--- config.mk ---
export PLATFORM = sky130hd
export DESIGN_NAME = slicel_cfg_loader
export DESIGN_NICKNAME = d
export VERILOG_FILES = /design/src/rtl/slicel_cfg_loader.sv
export SDC_FILE = /design/constraint.sdc
export NUM_CORES = 1
export LEC_CHECK = 0
export ABC_AREA = 1
export CAP_MARGIN = 15
export CORE_AREA = 2 2 142 144
export DETAILED_ROUTE_END_ITERATION = 10
export DIE_AREA = 0 0 144 146
export PLACE_DENSITY = 0.87
export SLEW_MARGIN = 15
export SYNTH_ARGS = -nofsm -noshare
export SYNTH_HDL_FRONTEND = slang
export SYNTH_SLANG_ARGS = --single-unit
--- constraint.sdc ---
create_clock -name cclk -period 5.15 [get_ports cclk]
set_input_delay 0.515 -clock cclk [delete_from_list [all_inputs] [get_ports cclk]]
set_output_delay 0.515 -clock cclk [all_outputs]
set_load 0.005 [all_outputs]
--- src/rtl/slicel_cfg_loader.sv ---
// slicel_cfg_loader
//   Configuration front-end for slicel. Collects the slice bitstream as a
//   stream of WORD_W-bit words (valid/ready), assembles it in a shadow
//   register and commits the complete image to the slicel config outputs
//   in a single edge, so slicel never sees a partially written image.
//
// Optional build macro:
//   CFG_CHK_EN - after the data words, one extra checksum word is accepted.
//                It must equal the XOR of all data words (pad bits included);
//                on a mismatch the load is rejected, the old image is kept and
//                cfg_err is raised.
//
// Ports:
//   cclk                  config clock (only clock)
//   rst_n                 synchronous active-low reset
//   start                 one-cycle pulse, begins or restarts a load
//   in_data / in_valid    bitstream word and its valid
//   in_ready              word accepted this cycle when in_valid is also high
//   luts_config_in        image bits [CFG_SIZE*NUM_LUTS-1:0]
//   inter_lut_mux_config  next MUX_LVLS image bits
//   config_use_cc         next image bit
//   regs_config_in        top 2*NUM_LUTS image bits
//   cen                   to slicel: 1 = config mode, 0 = run
//   cfg_done              active image valid
//   cfg_err               last load rejected (always 0 without CFG_CHK_EN)
//
// state  | meaning
// -------+---------------------------------------------------------------
// IDLE   | after reset, waiting for start
// LOAD   | accepting bitstream words into the shadow register
// COMMIT | one cycle; shadow copied to the config outputs
// DONE   | image live, slicel running (cen=0)
// ERR    | checksum mismatch, old image kept (CFG_CHK_EN builds only)

module slicel_cfg_loader #(
  parameter  int S_XX_BASE = 4,
  parameter  int NUM_LUTS  = 4,
  parameter  int WORD_W    = 8,
  localparam int CFG_SIZE  = 2 * (2 ** S_XX_BASE) + 1,
  localparam int MUX_LVLS  = $clog2(NUM_LUTS),
  localparam int CFG_BITS  = CFG_SIZE * NUM_LUTS + MUX_LVLS + 1 + 2 * NUM_LUTS,
  localparam int NUM_WORDS = (CFG_BITS + WORD_W - 1) / WORD_W
) (
  input  logic                         cclk,
  input  logic                         rst_n,
  input  logic                         start,
  input  logic [WORD_W-1:0]            in_data,
  input  logic                         in_valid,
  output logic                         in_ready,
  output logic [CFG_SIZE*NUM_LUTS-1:0] luts_config_in,
  output logic [MUX_LVLS-1:0]          inter_lut_mux_config,
  output logic                         config_use_cc,
  output logic [2*NUM_LUTS-1:0]        regs_config_in,
  output logic                         cen,
  output logic                         cfg_done,
  output logic                         cfg_err
);

  localparam int LUT_BITS = CFG_SIZE * NUM_LUTS;
  localparam int MUX_LSB  = LUT_BITS;
  localparam int CC_BIT   = LUT_BITS + MUX_LVLS;
  localparam int REGS_LSB = CC_BIT + 1;
  // Room for one more count than the data words, so the checksum slot fits.
  localparam int CNT_W    = $clog2(NUM_WORDS + 2);

  typedef enum logic [2:0] {
    S_IDLE   = 3'd0,
    S_LOAD   = 3'd1,
    S_COMMIT = 3'd2,
    S_DONE   = 3'd3,
    S_ERR    = 3'd4
  } state_t;

  state_t              state;
  state_t              state_nxt;
  logic [CNT_W-1:0]    word_cnt;
  logic [CFG_BITS-1:0] shadow;
  logic                accept;
  logic                last_data;

`ifdef CFG_CHK_EN
  logic [WORD_W-1:0]   xor_acc;
  logic                chk_word;
`endif

  assign accept    = in_valid & in_ready;
  assign last_data = (word_cnt == CNT_W'(NUM_WORDS - 1));
`ifdef CFG_CHK_EN
  assign chk_word  = (word_cnt == CNT_W'(NUM_WORDS));
`endif

  // Next state and combinational outputs. start overrides everything:
  // from any state it (re)opens a fresh load.
  always_comb begin
    state_nxt = state;
    in_ready  = 1'b0;
    cfg_err   = 1'b0;

    if (state == S_LOAD) begin
      in_ready = !start;
    end
`ifdef CFG_CHK_EN
    if (state == S_ERR) begin
      cfg_err = 1'b1;
    end
`endif

    if (start) begin
      state_nxt = S_LOAD;
    end else begin
      case (state)
        S_IDLE:   state_nxt = S_IDLE;
        S_LOAD: begin
          if (accept) begin
`ifdef CFG_CHK_EN
            if (chk_word) begin
              state_nxt = (in_data == xor_acc) ? S_COMMIT : S_ERR;
            end
`else
            if (last_data) begin
              state_nxt = S_COMMIT;
            end
`endif
          end
        end
        S_COMMIT: state_nxt = S_DONE;
        S_DONE:   state_nxt = S_DONE;
        S_ERR:    state_nxt = S_ERR;
        default:  state_nxt = S_IDLE;
      endcase
    end
  end

  always_ff @(posedge cclk) begin
    if (!rst_n) begin
      state                <= S_IDLE;
      word_cnt             <= '0;
      shadow               <= '0;
      luts_config_in       <= '0;
      inter_lut_mux_config <= '0;
      config_use_cc        <= 1'b0;
      regs_config_in       <= '0;
      cen                  <= 1'b1;
      cfg_done             <= 1'b0;
    end else begin
      state <= state_nxt;

      // cen/cfg_done are registered from the current state, so they follow
      // DONE one edge later; a start seen in DONE raises cen on that edge.
      cen      <= !((state == S_DONE) && !start);
      cfg_done <= (state == S_DONE) && !start;

      if (start) begin
        word_cnt <= '0;
      end else if (accept) begin
        word_cnt <= word_cnt + CNT_W'(1);
        // Word k lands at bits [k*WORD_W +: WORD_W]; pad bits past the
        // image are simply not stored.
        for (int k = 0; k < NUM_WORDS; k++) begin
          for (int b = 0; b < WORD_W; b++) begin
            if (k * WORD_W + b < CFG_BITS) begin
              if (word_cnt == CNT_W'(k)) begin
                shadow[k*WORD_W+b] <= in_data[b];
              end
            end
          end
        end
      end

      if ((state == S_COMMIT) && !start) begin
        luts_config_in       <= shadow[LUT_BITS-1:0];
        inter_lut_mux_config <= shadow[MUX_LSB +: MUX_LVLS];
        config_use_cc        <= shadow[CC_BIT];
        regs_config_in       <= shadow[REGS_LSB +: 2*NUM_LUTS];
      end
    end
  end

`ifdef CFG_CHK_EN
  // Running XOR over the data words only; the checksum word is compared
  // against the value accumulated before it.
  always_ff @(posedge cclk) begin
    if (!rst_n) begin
      xor_acc <= '0;
    end else if (start) begin
      xor_acc <= '0;
    end else if (accept && !chk_word) begin
      xor_acc <= xor_acc ^ in_data;
    end
  end
`endif

endmodule

## Yosys cells after proc, flatten, opt, wreduce, memory -nomap -nowiden

Cells that the tools add are included.

- Add/sub/neg operators: 1
- Equality and inequality tests: 25
- Multiplexer cells: 5
- Bitwise gates (word level): 3
- Reductions and logical operators: 27

Operator list:

| operator | number |
|---|---|
| 3-bit AND reduction | 18 |
| 5-bit by 4-bit == test with 1-bit output, second input constant | 8 |
| 5-bit by 3-bit == test with 1-bit output, second input constant | 4 |
| 5-bit by 2-bit == test with 1-bit output, second input constant | 2 |
| 5-bit == test, second input constant | 2 |
| 3-bit case mux with 3 select lines | 1 |
| 3-bit by 2-bit == test with 1-bit output, second input constant | 2 |
| 3-bit 2-to-1 mux | 2 |
| 3-bit inequality test, second input constant | 2 |
| 5-bit by 1-bit adder with 5-bit output, second input constant | 1 |
| 5-bit by 1-bit == test with 1-bit output, second input constant | 1 |
| 5-bit logical NOT | 1 |
| 2-bit inequality test, second input constant | 2 |
| 2-bit AND reduction | 2 |
| 2-bit OR reduction | 2 |
| 3-bit by 1-bit == test with 1-bit output, second input constant | 1 |
| 3-bit == test, second input constant | 1 |
| 1-bit logical AND | 2 |
| 1-bit logical NOT | 2 |
| 1-bit 2-to-1 mux | 2 |
| 1-bit NOT | 2 |
| 1-bit bitwise AND | 1 |

- Register bits: 296
- Bits of input ports: 12
- Output and inout bits: 147
- Logic and storage cells: 88

## Longest topological paths before layout

- Depth after elaboration: 6
- Depth in mapped cells: 10

## Least setup slack after synthesis

OpenSTA, ideal clock, no wires.

- Path kind: register to register
- Start: register word_cnt[0]
- End: register shadow[120]
- Arrival: 1.515 ns
- Required time: 5.037 ns
- Setup slack: 3.522 ns
- Cell stages (with the launch flop): 10
- Clock period less this slack: 1.628 ns
- Cells stage by stage: dfxtp_1 ha_1 clkbuf_1 inv_1 nor2_1 ha_1 nand3_1 buf_2 nor2_1 nor2_1

- Longest elaborated chain between the ends: 2

RTL lines:

| element | RTL line | text |
|---|---|---|
| start, declared | 76 | `logic [CNT_W-1:0] word_cnt;` |
| start signal, assigned | 156 | `word_cnt <= word_cnt + CNT_W'(1);` |
| 5-bit by 4-bit == test with 1-bit output | 162 | `if (word_cnt == CNT_W'(k)) begin` |
| 3-bit AND reduction (no line) | -- |  |
| end signal, assigned by index | 163 | `shadow[k*WORD_W+b] <= in_data[b];` |
| end, declared | 77 | `logic [CFG_BITS-1:0] shadow;` |

Every way passes these cells.
A chain may end at the register's enable or synchronous reset.

## Worst setup path in the final report

- Start: register state[1]
- End: register luts_config_in[28]

- Longest elaborated chain between the ends: 2

RTL lines:

| element | RTL line | text |
|---|---|---|
| start, declared | 74 | `state_t state;` |
| start signal, assigned | 146 | `state <= state_nxt;` |
| 3-bit by 2-bit == test with 1-bit output | 170 | `if ((state == S_COMMIT) && !start) begin` |
| 1-bit logical AND | 170 |  |
| end signal, assigned | 171 | `luts_config_in <= shadow[LUT_BITS-1:0];` |
| end, declared | 50 | `output logic [CFG_SIZE*NUM_LUTS-1:0] luts_config_in,` |

Every way passes these cells.

==> impl_metrics.csv <==
group,metric,value,unit
pwr,switching_share,21.3,%
cells_and_area,final_cell_mix,"582 x nor2_1, 296 x dfxtp_1, 294 x nand2_1, 156 x clkdlybuf4s50_1, 145 x o21ai_0",
route,avgViaCountPerCell,4.98,
sta,worst_slack,2.68,ns
synth,ys_ff_latch,296,
synth,synth_top_family_by_area,"simple AND/OR/NAND/NOR gates",
outcome,status,"finished, final reports clean",
route,vias,9561,
critical_path,cp.arrival,2.91,ns
synth,synth.area.mux_share,0,%
global_routing,grt_pass1_vias,8568,
pwr,ir_drop,242,uV
critical_path,cpMostUsedCell,"nor2_1",
synth,netlist_top_cells_area,"dfxtp_1 53%, nor2_1 20%, nand2_1 9.9%",
synth,synth_top_cell_by_area,"dfxtp_1",
synth,synthAdderAreaFrac,0.563,%
sta,maxSlewHeadroom,33.6,%
sta,setup-violations-final,0,
sta,worst_pin_slew,0.996,ns
sta,finalClockSkew,0.0134,ns
critical_path,cp_top_family,"buffers and inverters",
critical_path,max_stage_delay,0.70,ns
placement,gp_congestion,0.847,
synth,synth_nets,1552,
global_routing,antenna_found_initial,0,
pwr,total_power,4.46,mW
pwr,power_switching,0.950,mW
critical_path,crit_slowest_cell,"inv_4",
clock_network,htree_num_levels,1,
pwr,p_int,3.51,mW
synth,synthDistinctLibCells,23,
hold_path,hp-class,"register to register",
pwr,power_frac_comb,3.2,%
floorplanning,placeableCoreArea,19300,sq um
critical_path,crit_path_start_kind,"register",
clock_network,post_cts_buffers,0,
cells_and_area,layout-area-overhead-vs-synth,21.6,%
clock_network,ctsResizeCount,0,
pwr,p_leak,5.28,nW
synth,synth_xor_area_share,0.0788,%
synth,synth_top_area_share,53.3,%
global_routing,grt_max_degree,144,
cells_and_area,fillerInstances,1575,
synth,ys_seq_area_share,53.3,%
sta,rsz0062_at_grt,"false",
synth,syn_area,11100,sq um
critical_path,crit_buf_inv,3,
sta,final.setup.tns,0,ns
global_routing,overflow,0,
clock_network,clkSinkCount,296,
floorplanning,die_x,144,um
route,drt_iter0_drc,850,
synth,syn_inst,1535,
cells_and_area,final_common_cell,"nor2_1",
placement,place.port_buffers,157,
synth,syn_avg_cell_area,7.24,sq um
floorplanning,num_io_pins,159,
pwr,power_frac_seq,51.4,%
floorplanning,initial_core_util,57.5,%
pwr,clkPwrFrac,45.3,%
floorplanning,dieArea,21000,sq um
clock_network,cts_buffers,29,
cells_and_area,fin_nets,1651,
clock_network,cts-root-buf,"clkbuf_16",
pwr,power_density,330,nW/um^2
placement,dp_hpwl,16000,um
clock_network,hold_buffers,0,
critical_path,cp_max_fo,95,
placement,place_ws,2.29,ns
clock_network,clockBufferDepth,3,
route,post_drt_wl_per_cell,13.8,um
floorplanning,fp-row-count,51,
route,postRouteAntennaNets,0,
clock_network,clock_latency,0.53,ns
critical_path,crit_chain,"inv_2, nor2_1, nand3_4, inv_4, buf_4, nor2_1, nor2_1",
global_routing,track_usage,24.7,%
route,wl,26500,um
sta,min_period,2.47,ns
cells_and_area,drive_gt1_share,4.41,%
critical_path,worst-setup-path-type,"register to register",
clock_network,cts.clk_slew.worst_paths,0.06,ns
global_routing,grt_pass1_wl,42500,um
route,dr.pass1.iters,5,
synth,synth-compound-area-share,6.85,%
synth,yosys_warnings,0,
synth,synthSimpleGateAreaFrac,33.1,%
cells_and_area,antenna_cells,0,
sta,fin_crit_sh,47.9,%
critical_path,worstPathRequired,5.60,ns
critical_path,end_kind,"register",
route,drc_errors,0,
sta,fmax,405,MHz
clock_network,cts_tree,"yes",
run,cap_violations,0,
sta,hold_viol_final,0,
floorplanning,die_h,146,um
sta,slew_violations,0,
==> cell type report <==
class                           instances  area, sq um  share of cell area, %
Sequential cell                       296         5930                   43.9
Tap cell                              265          332                   2.45
Clock buffer                           46          860                   6.36
Multi-Input combinational cell       1092         4530                   33.5
Timing Repair Buffer                  162         1610                   11.9
Clock inverter                          5         52.6                  0.389
Inverter                               53          201                   1.49
==> power by group through the flow <==
stage                     clock network (mW)  registers, mW  logic (mW)
final                                   2.02           2.30       0.145
after global routing                    2.15           2.29       0.160
after CTS                               2.05           2.30       0.143
after detailed placement                   0           2.35       0.142
after global placement                     0           2.35       0.140
after floorplan                            0           2.35       0.100
==> metal layers <==
metal  share of wire, %  vias to the layer above  wire length [um]  GRT usage, %
li1                   -                     4900                 -             -
met1                 45                     4338             12000          33.6
met2                 47                      274             12400          40.9
met3                5.6                       49              1470          3.52
met4                2.3                        0               602          6.96
met5                  0                        -                 0             0
==> worst reg2reg max path, delay by kind of cell (launching register included) <==
kind,cells,cell delay [ns]
simple gates,4,0.61
buf+inv,3,1.41
flops,1,0.36
==> path summary, 6_finish.rpt <==
kind,startpoint,to,slack [ns],depth (start not counted)
setup / recovery,state[1]$_SDFFE_PP0P_,luts_config_in[28]$_SDFFE_PN0P_,2.68,7
hold / removal,shadow[5]$_SDFFE_PN0P_,shadow[5]$_SDFFE_PN0P_,0.48,2
setup reg to reg,state[1]$_SDFFE_PP0P_,luts_config_in[28]$_SDFFE_PN0P_,2.68,7
hold reg to reg,shadow[5]$_SDFFE_PN0P_,shadow[5]$_SDFFE_PN0P_,0.48,2
==> state kept, by name (all words and copies together) (netlist names) <==
register / cells
cfg_done: 1
inter_lut_mux_config: 2
cen: 1
word_cnt: 5
luts_config_in: 132
state: 3
regs_config_in: 8
shadow: 143
config_use_cc: 1
==> stage by stage <==
stage | hold slack [ns] | cells | cell area [sq um] | util [%]
after floorplan | 0.449 | 1535 | 11100 | -
after global placement | 0.456 | 1868 | 12600 | 65.2
after detailed placement | 0.466 | 1868 | 12600 | 65.2
after CTS | 0.480 | 1919 | 13500 | 69.9
after global routing | 0.494 | 1919 | 13500 | 69.9
final | 0.477 | 1919 | 13500 | 69.9
==> synth_stat cells <==
library cell	instances
xor2_1	1
nor2_4	13
ha_1	5
conb_1	1
dfxtp_1	296
nor3_1	2
clkinv_1	1
nand3_1	28
inv_1	49
a21oi_1	6
a31oi_1	1
buf_6	2
buf_4	22
nor2_2	7
inv_2	3
nand3_2	3
o21ai_0	145
nor2_1	582
buf_2	17
nand2_1	294
nand4_1	4
clkbuf_1	39
buf_1	14
==> kinds of logic (layout without fill, tap and decap cells) <==
kind of cell / count (synthesis) / after routing
AND/OR/NAND/NOR: 933 / 933
flip-flops: 296 / 296
AO/OA/AOI/OAI: 152 / 152
buffers and inverters: 147 / 266
adder cells (fa/ha/maj): 5 / 5
other: 1 / 1
XOR/XNOR: 1 / 1
Note: power is estimated with default switching activity, not from simulation.
